## config.mk

```make
export PLATFORM = sky130hd
export DESIGN_NAME = lc3_wb_regfile
export DESIGN_NICKNAME = d
export VERILOG_FILES = /design/src/rtl/lc3_wb_regfile.sv
export SDC_FILE = /design/constraint.sdc
export NUM_CORES = 1
export LEC_CHECK = 0
export CORE_ASPECT_RATIO = 1.2
export CORE_MARGIN = 5
export CORE_UTILIZATION = 45
export DETAILED_ROUTE_END_ITERATION = 10
export PLACE_DENSITY = 0.71
export RECOVER_POWER = 100
export SYNTH_ARGS = -nofsm -noshare
export SYNTH_HDL_FRONTEND = slang
export SYNTH_SLANG_ARGS = --single-unit
```

## constraint.sdc

```tcl
create_clock -name clock -period 4.83 [get_ports clock]
set_input_delay 0.966 -clock clock [delete_from_list [all_inputs] [get_ports clock]]
set_output_delay 0.966 -clock clock [all_outputs]
set_load 0.05 [all_outputs]
```

## src/rtl/lc3_wb_regfile.sv

```systemverilog
// LC-3 write-back stage register file with multi-port combinational reads.
// Define LC3_WB_BYPASS_EN to forward same-cycle write data to read ports.
module lc3_wb_regfile #(
  parameter int DATA_W   = 16,
  parameter int NUM_REGS = 8,
  parameter int RD_PORTS = 2,
  localparam int AW      = $clog2(NUM_REGS)
) (
  input  logic                       clock,
  input  logic                       reset,
  input  logic                       enable_writeback,
  input  logic [1:0]                 W_Control,
  input  logic [DATA_W-1:0]          aluout,
  input  logic [DATA_W-1:0]          memout,
  input  logic [DATA_W-1:0]          pcout,
  input  logic [AW-1:0]              dr,
  input  logic [RD_PORTS*AW-1:0]     sr,
  output logic [RD_PORTS*DATA_W-1:0] VSR,
  output logic [2:0]                 psr,
  output logic [15:0]                wb_count,
  output logic                       sel_err
);

  logic [DATA_W-1:0] regs [NUM_REGS];
  logic [DATA_W-1:0] wdata;
  logic [2:0]        psr_next;
  logic              commit;
  logic              bad_sel;

  assign bad_sel = enable_writeback && (W_Control == 2'd3);
  assign commit  = enable_writeback && (W_Control != 2'd3);

  // Write-data source select; code 3 is illegal and never commits.
  always_comb begin
    wdata = '0;
    unique case (W_Control)
      2'd0: wdata = aluout;
      2'd1: wdata = memout;
      2'd2: wdata = pcout;
      2'd3: wdata = '0;
    endcase
  end

  // Condition codes come only from the value being written.
  always_comb begin
    psr_next = 3'b001;
    if (wdata[DATA_W-1])
      psr_next = 3'b100;
    else if (wdata == '0)
      psr_next = 3'b010;
  end

  // Register array, flags and write counter.
  always_ff @(posedge clock or posedge reset) begin
    if (reset) begin
      regs     <= '{default: '0};
      psr      <= 3'b000;
      wb_count <= 16'h0000;
      sel_err  <= 1'b0;
    end else begin
      if (commit) begin
        regs[dr] <= wdata;
        psr      <= psr_next;
        wb_count <= wb_count + 16'h0001;
      end
      if (bad_sel)
        sel_err <= 1'b1;
    end
  end

  for (genvar k = 0; k < RD_PORTS; k++) begin : g_rd
    logic [AW-1:0] idx;
    assign idx = sr[k*AW +: AW];
`ifdef LC3_WB_BYPASS_EN
    assign VSR[k*DATA_W +: DATA_W] =
      (commit && idx == dr) ? wdata : regs[idx];
`else
    assign VSR[k*DATA_W +: DATA_W] = regs[idx];
`endif
  end

endmodule

```

; Word-level counts from Yosys, hierarchy flattened
; Cells that the tools add are included.
[classes]
n_addsub = 1
mul = 0
div_mod_pow = 0
magnitude_cmp = 4
eq_ne = 4
shifts = 0
mux = 12
bitwise = 3
n_reduce_logical = 5
[op_table]
columns = operator, n
row1 = $bwmux W128, 1
row2 = $bmux W16 S3, 2
row3 = $mux W16, 5
row4 = $pmux W16 S4, 1
row5 = $demux W16 S3, 1
row6 = $add A16 B1 Y16 const B, 1
row7 = $logic_not A16 Y1, 1
row8 = $ge A4 B4 Y1 const B, 3
row9 = $not A3 Y4, 3
row10 = $eq A2 B2 Y1 const B, 2
row11 = $lt A4 B1 Y1 const B, 1
row12 = $logic_and A1 B1 Y1, 3
row13 = $mux W3, 1
row14 = $eq A2 B1 Y1 const B, 1
row15 = $logic_not A2 Y1, 1
row16 = $mux W2, 1
row17 = $ne A2 B2 Y1 const B, 1
[totals]
register_bits = 148
latchBits = 0
ram_bits = 0
mem_bits_ro = 0
input_bits = 62
output_inout_bits = 52
wordCells = 40
n_memories = 0

; Depth between registers and ports, before layout
; Gate-level depths: netlist of the first run.
[logic_depth]
depth_word = 6
mapped_depth = 8
depth_no_buf = 5

; Least setup slack after synthesis of the first run
; OpenSTA, ideal clock, no wires.
[synth_timing]
kind = input-to-output
from = input port sr[0]
to = output port VSR[10]
arrival_ps = 2775
required_ps = 3864
setup_slack_ps = 1089
stages = 5
cell_sequence = clkbuf_1 > clkbuf_1 > buf_1 > mux4_2 > mux2_2
[synth_between]
elab_chain_cells = 4
[synth_lines]
columns = item, line_no
row1 = "start, declared", 17  ; input logic [RD_PORTS*AW-1:0] sr,
row2 = $not A3 Y4 (implied by the code), 78  ; assign VSR[k*DATA_W +: DATA_W] = regs[idx];
row3 = $bmux W16 S3, 78
row4 = $mux W16 (implied by the code) (2 in series), 78
row5 = "end, declared", 18  ; output logic [RD_PORTS*DATA_W-1:0] VSR,
; Every way passes these cells. The select of a mux whose other input is x is not followed.

; Worst setup path after layout of the first run
[layout_timing]
from = input port W_Control[1]
to = register psr[0]
[layout_between]
elab_chain_cells = 5
word_cells_on_any_way = 10
[layout_lines]
columns = item, line_no
row1 = "start, declared", 12  ; input logic [1:0] W_Control,
row2 = $eq A2 B2 Y1 (tied with other cells), 36  ; unique case (W_Control)
row3 = $pmux W16 S4, 36
row4 = $logic_not A16 Y1, 49  ; else if (wdata == '0)
row5 = $mux W2, 49
row6 = $mux W3, 47  ; if (wdata[DATA_W-1])
row7 = "end signal, assigned", 63  ; psr <= psr_next;
row8 = "end, declared", 19  ; output logic [2:0] psr,
; Several ways; a longest one is shown, not always the timed one.
; A chain may end at the register's enable or synchronous reset.

==> results of run 1 <==
[power groups by stage]
| stage | Clock (mW) | Sequential [mW] | Combinational [mW] |
|---|---|---|---|
| 6_report | 1.43 | 1.74 | 1.41 |
| 5_1_grt | 1.49 | 1.77 | 1.52 |
| 2_1_floorplan | 0 | 1.79 | 0.950 |
| 3_3_place_gp | 0 | 1.71 | 1.44 |
| 4_1_cts | 1.44 | 1.73 | 1.49 |
| 3_5_place_dp | 0 | 1.75 | 1.48 |
[how the worst max path moves through the flow]
stage / to / startpoint / depth (start not counted)
3_5_place_dp: VSR[5] / sr[1] / 5
6_report: psr[0] / W_Control[1] / 7
4_1_cts: VSR[5] / sr[1] / 5
2_1_floorplan: VSR[10] / sr[0] / 5
5_1_grt: psr[0] / W_Control[1] / 7
3_3_place_gp: VSR[21] / sr[4] / 5
[cell type report]
class                           count  area, um^2  share of cell area [%]
Multi-Input combinational cell    444        3730                    38.6
Sequential cell                   148        3700                    38.3
Timing Repair Buffer              135        1310                    13.6
Clock buffer                       20         457                    4.72
Tap cell                          216         270                    2.79
Clock inverter                     10         180                    1.86
Inverter                            4        18.8                   0.194
[cells by family (layout without fill, tap and decap cells)]
group | count (synthesis) | after routing | synth area share, %
flops | 148 | 148 | 48.3
fa+ha+maj | 1 | 1 | 0.163
xor+xnor | 15 | 15 | 1.71
buf+inv | 56 | 169 | 3.23
mux | 113 | 113 | 25.7
simple gates | 166 | 166 | 9.15
compound gates | 149 | 149 | 11.7
[per-layer routing]
| metal | track usage (%) | vias to the layer above | wire, um |
|---|---|---|---|
| li1 | - | 2575 | - |
| met1 | 26.0 | 2897 | 7670 |
| met2 | 36.4 | 248 | 10600 |
| met3 | 4.71 | 44 | 1390 |
| met4 | 8.75 | 0 | 605 |
| met5 | 0 | - | 0 |
[worst max-delay path, cell delays in order]
cell	delay (ps)
clkdlybuf4s50_1	450
clkbuf_1	1060
nor2b_4	360
a2bb2oi_2	530
nand4_1	190
or4_1	670
a31o_1	260
[layout by cell type (no fill, tap or decap), drive strengths merged, types with 2 or more instances in the layout]
master         instances
xor2                   2
inv                    3
dfrtp                148
buf                   16
nor3                   3
mux2i                 16
nand4b                 2
clkinvlp               3
a31o                   2
xnor2                 13
nand4                  9
nand3                  5
nand2                 71
nor2b                  2
a2bb2oi               16
clkdlybuf4s50         56
clkbuf                30
bufinv                 5
mux4                  64
a21oi                 64
nor3b                  2
dlygate4sd3           53
clkinv                 3
mux2                  33
nor2                  67
o21ai                 64
[state kept, by name, summed over array words and instances, names as in the netlist]
name	flops
regs	128
wb_count	16
psr	3
sel_err	1
[metrics by stage]
| step | hold slack [ps] | std cells |
|---|---|---|
| 2_1_floorplan | 462 | 648 |
| 3_3_place_gp | 466 | 947 |
| 3_5_place_dp | 457 | 947 |
| 4_1_cts | 480 | 977 |
| 5_1_grt | 493 | 977 |
| 6_report | 465 | 977 |
==> results by group, run 1 <==
Outcome
  – Run status: finished, violations left
  – Violated checks: max-capacitance violations, max-slew violations

Floorplanning
  – Placement row count: 52
  – I/O pin count: 114
  – Effective utilization at floorplan: 45.7%
  – Die span in x: 129 um
  – Core Area: 0.0168 mm^2
  – Overall die height: 153 um
  – Full die area: 0.0198 mm^2

Power and ir drop
  – Fraction of power consumed by sequential logic: 38.0%
  – Clock share of power: 31.2%
  – Switching power total: 1.51 mW
  – Proportion of total power due to net switching: 32.9%
  – Cell internal pwr: 3.07 mW
  – Worst-case vdd ir drop: 0.289 mV
  – Standby leakage power: 4.02 nW
  – PD cells: 473 mW/mm^2
  – Final total power: 4.57 mW
  – Combinational share of power: 30.9%

Worst hold path
  – Hold wc startpoint: wb_count[15]
  – Worst Hold Depth: 1
  – Class of the tightest hold or removal check: reg -> reg
  – Worst-case hold path end point: wb_count[15]

Critical path
  – Endpoint type of the worst setup path: flop
  – RR Startpoint: wb_count[0]
  – Crit Reg-Reg Endpoint: wb_count[12]
  – Max Fanout on Critical Path: 19
  – Arrival time worst endpoint: 4500 ps
  – Endpoint required time on the critical path: 5140 ps
  – Minimum setup slack among reg-to-reg paths: 3160 ps
  – Category of the critical setup timing path: in -> reg
  – Worst r2r path cells: 5
  – Startpoint type of the worst setup path: input pin

STA
  – Ratio of final minimum period to clock period: 86.9%
  – Worst Max-Slew Pin Slew: 1990 ps
  – Max Fclk: 238 MHz
  – Worst Clk Skew: 1.38 ps
  – Tightest slew margin relative to the limit: -32.6%
  – Final-layout setup total negative slack: 0 ps
  – Final worst path period need: 4200 ps
  – Fin. Hold Viols: 0
  – Final-report max-slew violation count: 149
  – Unrepaired setup endpoints after global routing: no
  – Crit path setup slack, layout: 633 ps
  – # setup viols final: 0

Drt
  – Post-DR vias/cell: 5.90
  – Detailed-routing iteration count for the pre-antenna-repair pass: 5
  – DRC violations left: 0
  – Antenna viol nets, final: 0
  – Total Routed Length: 20300 um
  – Routed vias: 5764
  – DR iter-0 viols: 477
  – Average routed wire per standard cell: 20.8 um

Global routing
  – First-pass GRT wire length: 32400 um
  – Initial antenna violation count: 0
  – Total global routing track utilization: 21.3%
  – Maximum number of pins on one net before global-route repair: 149
  – Vias in the first global route: 6102
  – Congestion Overflow GR: 0

Yosys
  – Mean instance size in the synthesized netlist: 11.8 um^2
  – Most frequent cell after synthesis: dfrtp_1
  – Fraction of registers with async set or reset after synthesis: 100%
  – Portion of the post-synthesis area used by sequential elements: 48.3%
  – Most instantiated cells after synthesis: 148 x dfrtp_1, 71 x nand2_1, 67 x nor2_1
  – Leading area contributor after synthesis: dfrtp_1
  – Syn Nets: 711
  – Post-synthesis instance area: 0.00767 mm^2
  – Most frequently used flop master after synthesis: dfrtp_1
  – EDFF count, synth: 0
  – Number of different library cells in the post-synthesis netlist: 38
  – Fraction of post-synthesis cell area in the top cell type by area: 48.3%
  – Flip-flop and latch count after synthesis: 148
  – Synthesis warning total: 0
  – Cell types with the largest area share after synthesis: dfrtp_1 48%, mux4_2 19%, mux2_2 4.7%, a21oi_1 4.2%, o21ai_1 4.0%
  – Post-synthesis instance total: 648

Finish
  – Final-stage net count: 813
  – Diodes inserted: 0
  – Final cell utilization of the core: 57.6%
  – Synthesis-to-layout area growth: 26.1%
  – Fraction of layout instances using a drive strength above 1: 21.8%
  – Fillcell total: 1374
  – Final instance area: 0.00967 mm^2

Clock tree
  – Post-CTS Resized: 0
  – Number of hold buffers added after CTS: 0
  – Max Root-Sink Buffers: 2
  – Postcts setup bufs: 0
  – Count of clock tree sinks: 148
  – TritonCTS buffer count: 17
  – Clk_lat worst skew: 410 ps
  – Clock-pin transition on the worst setup and hold timing paths: 60 ps
  – CTS tree: yes
  – Max H-tree Level: 4
  – Cell chosen for the clock root: clkbuf_16

Placed design
  – Hpwl dp: 13400 um
  – Placer congestion estimate: 0.779
  – Total of buffers placed on input and output ports: 113
  – Cell area after placement: 0.00908 mm^2
  – Dpl ws: 751 ps

Run
  – Max-capacitance violation count: 1
Power figures use the tool's default switching activity.
==> run 2: changes to the inputs <==
--- a/config.mk
+++ b/config.mk
@@ -8,8 +8,9 @@
 export CORE_ASPECT_RATIO = 1.2
 export CORE_MARGIN = 5
 export CORE_UTILIZATION = 45
+export CTS_CLUSTER_DIAMETER = 200
 export DETAILED_ROUTE_END_ITERATION = 10
-export PLACE_DENSITY = 0.71
+export PLACE_DENSITY = 0.68
 export RECOVER_POWER = 100
 export SYNTH_ARGS = -nofsm -noshare
 export SYNTH_HDL_FRONTEND = slang
==> results by group, run 2 (same netlist as run 1, synthesis figures left out) <==
Outcome
  – Run status: finished, violations left
  – Violated checks: max-capacitance violations, max-slew violations

STA
  – Tightest slew margin relative to the limit: -9.99%
  – Final-report max-slew violation count: 151
  – Fin. Hold Viols: 0
  – Final worst path period need: 4150 ps
  – Hold Worst Slack: 478 ps
  – Max Fclk: 241 MHz
  – Unrepaired setup endpoints after global routing: no
  – Final-layout setup total negative slack: 0 ps
  – Ratio of final minimum period to clock period: 86.0%
  – Worst Clk Skew: 3.52 ps
  – # setup viols final: 0
  – Crit path setup slack, layout: 677 ps
  – Worst Max-Slew Pin Slew: 1640 ps

Drt
  – Antenna viol nets, final: 0
  – Total Routed Length: 20100 um
  – Average routed wire per standard cell: 20.6 um
  – DRC violations left: 0
  – Routed vias: 5673
  – DR iter-0 viols: 375
  – Detailed-routing iteration count for the pre-antenna-repair pass: 5
  – Post-DR vias/cell: 5.79

Floorplanning
  – Effective utilization at floorplan: 45.7%
  – Full die area: 0.0198 mm^2
  – I/O pin count: 114
  – Core Area: 0.0168 mm^2
  – Placement row count: 52
  – Overall die height: 153 um
  – Die span in x: 129 um

Clock tree
  – CTS tree: yes
  – Number of hold buffers added after CTS: 0
  – Clk_lat worst skew: 410 ps
  – Cell chosen for the clock root: clkbuf_16
  – Max H-tree Level: 4
  – Count of clock tree sinks: 148
  – Max Root-Sink Buffers: 2
  – Clock-pin transition on the worst setup and hold timing paths: 60 ps
  – TritonCTS buffer count: 17
  – Post-CTS Resized: 0
  – Postcts setup bufs: 0

Global routing
  – Congestion Overflow GR: 0
  – Initial antenna violation count: 0
  – Maximum number of pins on one net before global-route repair: 113
  – First-pass GRT wire length: 32200 um
  – Total global routing track utilization: 21.3%
  – Vias in the first global route: 6004

Finish
  – Fraction of layout instances using a drive strength above 1: 21.8%
  – Fillcell total: 1420
  – Synthesis-to-layout area growth: 24.7%
  – Leading cell type in the layout, fill and taps excluded: dfrtp_1
  – Register with the most flip-flops: regs
  – Largest registers in the final layout: regs x128, wb_count x16, psr x3
  – Max FFs per register: 128
  – Most frequent cells in the layout: 148 x dfrtp_1, 71 x nand2_1, 67 x nor2_1, 64 x a21oi_1, 64 x mux4_2
  – Diodes inserted: 0
  – Final-stage net count: 813

Critical path
  – Critical path's slowest cell: dlygate4sd3_1
  – Most prevalent standard cell on the critical path: clkbuf_1
  – Crit Reg-Reg Endpoint: wb_count[12]
  – Critical path buffers and inverters: 4
  – Series of cell instances along the critical path: dlygate4sd3_1 -> clkbuf_1 -> a21boi_0 -> clkbuf_1 -> nand2b_1 -> nor3b_1 -> clkbuf_2 -> nor2_1 -> a21oi_1
  – Minimum setup slack among reg-to-reg paths: 3170 ps
  – Endpoint required time on the critical path: 5160 ps
  – Worst path max stage delay: 690 ps
  – Arrival time worst endpoint: 4490 ps
  – Kind of cell adding the most delay to the critical path: buffers and inverters
  – Category of the critical setup timing path: in -> reg
  – RR Startpoint: wb_count[0]
  – Worst r2r path cells: 5
  – Startpoint type of the worst setup path: input pin
  – Endpoint type of the worst setup path: flop
  – Max Fanout on Critical Path: 32

Power and ir drop
  – PD cells: 457 mW/mm^2
  – Worst-case vdd ir drop: 0.268 mV
  – Standby leakage power: 3.96 nW
  – Final total power: 4.38 mW

Worst hold path
  – Hold wc startpoint: wb_count[15]
  – Class of the tightest hold or removal check: reg -> reg
  – Worst-case hold path end point: wb_count[15]
  – Worst Hold Depth: 1

Placed design
  – Dpl ws: 759 ps
  – Total of buffers placed on input and output ports: 113
  – Placer congestion estimate: 0.750
  – Hpwl dp: 13700 um

Run
  – Max-capacitance violation count: 2
[run 2: cell types whose count changed in the layout (fill, tap and decap cells not counted), sizes merged]
cell           delta
buf               -1
bufinv            -4
clkdlybuf4s50     -1
clkinv            +1
clkinvlp          +6
dlygate4sd3       +1
[run 2: final cells by class]
class	instances	area [um^2]	share of cell area, %
clock inverter	13	110	1.15
timing repair buffer	135	1300	13.5
clock buffer	19	453	4.73
multi-input combinational	444	3720	38.9
tap	216	270	2.82
sequential	148	3700	38.7
inverter	4	16.3	0.170
[run 2: worst max path at each step]
stage / endpoint / slack, ps / cells after the start / startpoint
2_1_floorplan: VSR[10] / 1090 / 5 / sr[0]
3_3_place_gp: VSR[0] / 760 / 5 / sr[0]
3_5_place_dp: VSR[16] / 760 / 5 / sr[3]
4_1_cts: VSR[16] / 750 / 5 / sr[3]
5_1_grt: regs[84] / 410 / 9 / W_Control[0]
6_report: regs[82] / 680 / 9 / W_Control[0]
[run 2: report_power, final]
part | leakage (nW) | switching, mW | internal (mW)
Sequential | 1.82 | 0.226 | 1.51
Clock | 0.255 | 0.512 | 0.730
Combinational | 1.89 | 0.781 | 0.615
[run 2: per-layer routing]
| metal | vias to the layer above | global-route usage, % | wire [um] |
|---|---|---|---|
| li1 | 2568 | - | - |
| met1 | 2874 | 25.2 | 7720 |
| met2 | 191 | 37.3 | 10800 |
| met3 | 40 | 4.64 | 1060 |
| met4 | 0 | 8.15 | 553 |
| met5 | - | 0 | 0 |
[run 2: metrics by stage]
stage	cells	cell area (um^2)	util, %
global placement	947	9070	54.0
global route	979	9570	57.0
detailed placement	947	9070	54.0
floorplan	648	7670	-
finish	979	9570	57.0
CTS	979	9630	57.4
==> run 3: changes to the inputs <==
--- a/config.mk
+++ b/config.mk
@@ -6,7 +6,7 @@
 export NUM_CORES = 1
 export LEC_CHECK = 0
 export CORE_ASPECT_RATIO = 1.2
-export CORE_MARGIN = 5
+export CORE_MARGIN = 1.5
 export CORE_UTILIZATION = 45
 export CTS_CLUSTER_DIAMETER = 200
 export DETAILED_ROUTE_END_ITERATION = 10
==> results by group, run 3 (same netlist as run 1, synthesis figures left out) <==
Clock tree
  – Number of hold buffers added after CTS: 0
  – Postcts setup bufs: 0
  – CTS tree: yes
  – Post-CTS Resized: 0
  – Clock-pin transition on the worst setup and hold timing paths: 60 ps
  – Cell chosen for the clock root: clkbuf_16
  – TritonCTS buffer count: 17
  – Max Root-Sink Buffers: 2
  – Max H-tree Level: 4
  – Clk_lat worst skew: 420 ps
  – Count of clock tree sinks: 148

Floorplanning
  – Effective utilization at floorplan: 45.7%
  – Overall die height: 146 um
  – Full die area: 0.0178 mm^2
  – I/O pin count: 114
  – Placement row count: 52
  – Core Area: 0.0168 mm^2
  – Die span in x: 122 um

Drt
  – DR iter-0 viols: 352
  – Post-DR vias/cell: 5.85
  – Average routed wire per standard cell: 20.2 um
  – Total Routed Length: 19800 um
  – Routed vias: 5742
  – Antenna viol nets, final: 0
  – DRC violations left: 0
  – Detailed-routing iteration count for the pre-antenna-repair pass: 5

Critical path
  – Critical path's slowest cell: dlygate4sd3_1
  – Startpoint type of the worst setup path: input pin
  – Category of the critical setup timing path: in -> reg
  – Most prevalent standard cell on the critical path: clkbuf_1
  – Arrival time worst endpoint: 4460 ps
  – Max Fanout on Critical Path: 17
  – Endpoint type of the worst setup path: flop
  – Endpoint required time on the critical path: 5110 ps
  – Worst path max stage delay: 770 ps
  – Series of cell instances along the critical path: dlygate4sd3_1 -> clkbuf_1 -> a21boi_0 -> clkbuf_1 -> nand3_1 -> clkbuf_2 -> nand2_1 -> o21ai_0

Power and ir drop
  – Fraction of power consumed by sequential logic: 39.4%
  – Standby leakage power: 3.98 nW
  – Combinational share of power: 32.0%
  – Final total power: 4.38 mW
  – Switching power total: 1.48 mW
  – PD cells: 457 mW/mm^2
  – Proportion of total power due to net switching: 33.8%
  – Worst-case vdd ir drop: 0.279 mV
  – Cell internal pwr: 2.90 mW
  – Clock share of power: 28.6%

Global routing
  – Total global routing track utilization: 24.1%
  – First-pass GRT wire length: 32400 um
  – Maximum number of pins on one net before global-route repair: 92
  – Vias in the first global route: 6219
  – Initial antenna violation count: 0
  – Congestion Overflow GR: 0

STA
  – Tightest slew margin relative to the limit: -80.1%
  – Final worst path period need: 4180 ps
  – Worst Max-Slew Pin Slew: 2700 ps
  – Ratio of final minimum period to clock period: 86.5%
  – Unrepaired setup endpoints after global routing: no
  – # setup viols final: 0
  – Worst Clk Skew: 2.00 ps
  – Crit path setup slack, layout: 652 ps
  – Max Fclk: 239 MHz
  – Final-report max-slew violation count: 145
  – Final-layout setup total negative slack: 0 ps
  – Fin. Hold Viols: 0

Finish
  – Final-stage net count: 818
  – Area of the multi-input gates: 0.00371 mm^2
  – Synthesis-to-layout area growth: 24.8%
  – Leading cell type in the layout, fill and taps excluded: dfrtp_1
  – Fraction of layout instances using a drive strength above 1: 20.8%
  – Fillcell total: 1415
  – Register with the most flip-flops: regs
  – Final instance area: 0.00957 mm^2
  – Max FFs per register: 128
  – Diodes inserted: 0
  – Largest registers in the final layout: regs x128, wb_count x16, psr x3
  – Register area: 0.00370 mm^2
  – Most frequent cells in the layout: 148 x dfrtp_1, 71 x nand2_1, 67 x nor2_1, 64 x a21oi_1, 64 x mux4_2

Placed design
  – Cell area after placement: 0.00909 mm^2
  – Placer congestion estimate: 0.821
  – Hpwl dp: 13200 um
  – Dpl ws: 779 ps
  – Total of buffers placed on input and output ports: 113

Worst hold path
  – Class of the tightest hold or removal check: reg -> reg

Outcome
  – Run status: finished, violations left
  – Violated checks: max-capacitance violations, max-slew violations

Run
  – Max-capacitance violation count: 2
==> run 3: cell types whose count changed in the layout (fill, tap and decap cells not counted), sizes merged <==
cell      previous run  this run
buf                 15        17
clkbuf              30        39
clkinv               4         2
clkinvlp             9         2
==> run 3: worst max-delay path, delay by kind of cell <==
family          cells  cell delay [ps]
compound gates      2              400
simple gates        2              840
buf+inv             4             2250
==> run 3: cell type report <==
type | count | share of cell area (%)
Tap cell | 216 | 2.82
Multi-Input combinational cell | 444 | 38.8
Sequential cell | 148 | 38.7
Clock buffer | 25 | 5.28
Timing Repair Buffer | 140 | 13.8
Inverter | 4 | 0.170
Clock inverter | 4 | 0.497
==> run 3: power by group through the flow <==
stage	combinational, mW	sequential, mW	clock, mW
finish	1.40	1.72	1.25
global placement	1.44	1.71	0
detailed placement	1.47	1.74	0
floorplan	0.950	1.79	0
CTS	1.47	1.72	1.26
global route	1.51	1.76	1.32
==> run 3: worst paths after layout <==
path,startpoint,endpoint,slack [ps],depth (start not counted)
setup / recovery,W_Control[0],regs[102],650,8
max in group asynchronous,reset,regs[7],1080,3
setup reg to reg,wb_count[0],wb_count[12],3180,5
min in group asynchronous,reset,regs[59],930,2
hold reg to reg,sel_err,sel_err,460,1
hold / removal,sel_err,sel_err,460,1
==> run 3: stage by stage <==
step	instances	hold slack, ps	utilization [%]
2_1_floorplan	648	462	-
3_3_place_gp	952	455	54.2
3_5_place_dp	952	459	54.2
4_1_cts	981	471	57.5
5_1_grt	981	486	57.0
6_report	981	464	57.0
==> run 3: routing by layer <==
layer | share of wire (%) | track usage [%] | wire, um | vias to the layer above
met1 | 38 | 28.7 | 7520 | 2910
met5 | 0 | 0 | 0 | -
li1 | - | - | - | 2582
met4 | 3.0 | 9.30 | 595 | 0
met2 | 53 | 42.5 | 10600 | 204
met3 | 5.5 | 5.23 | 1090 | 46
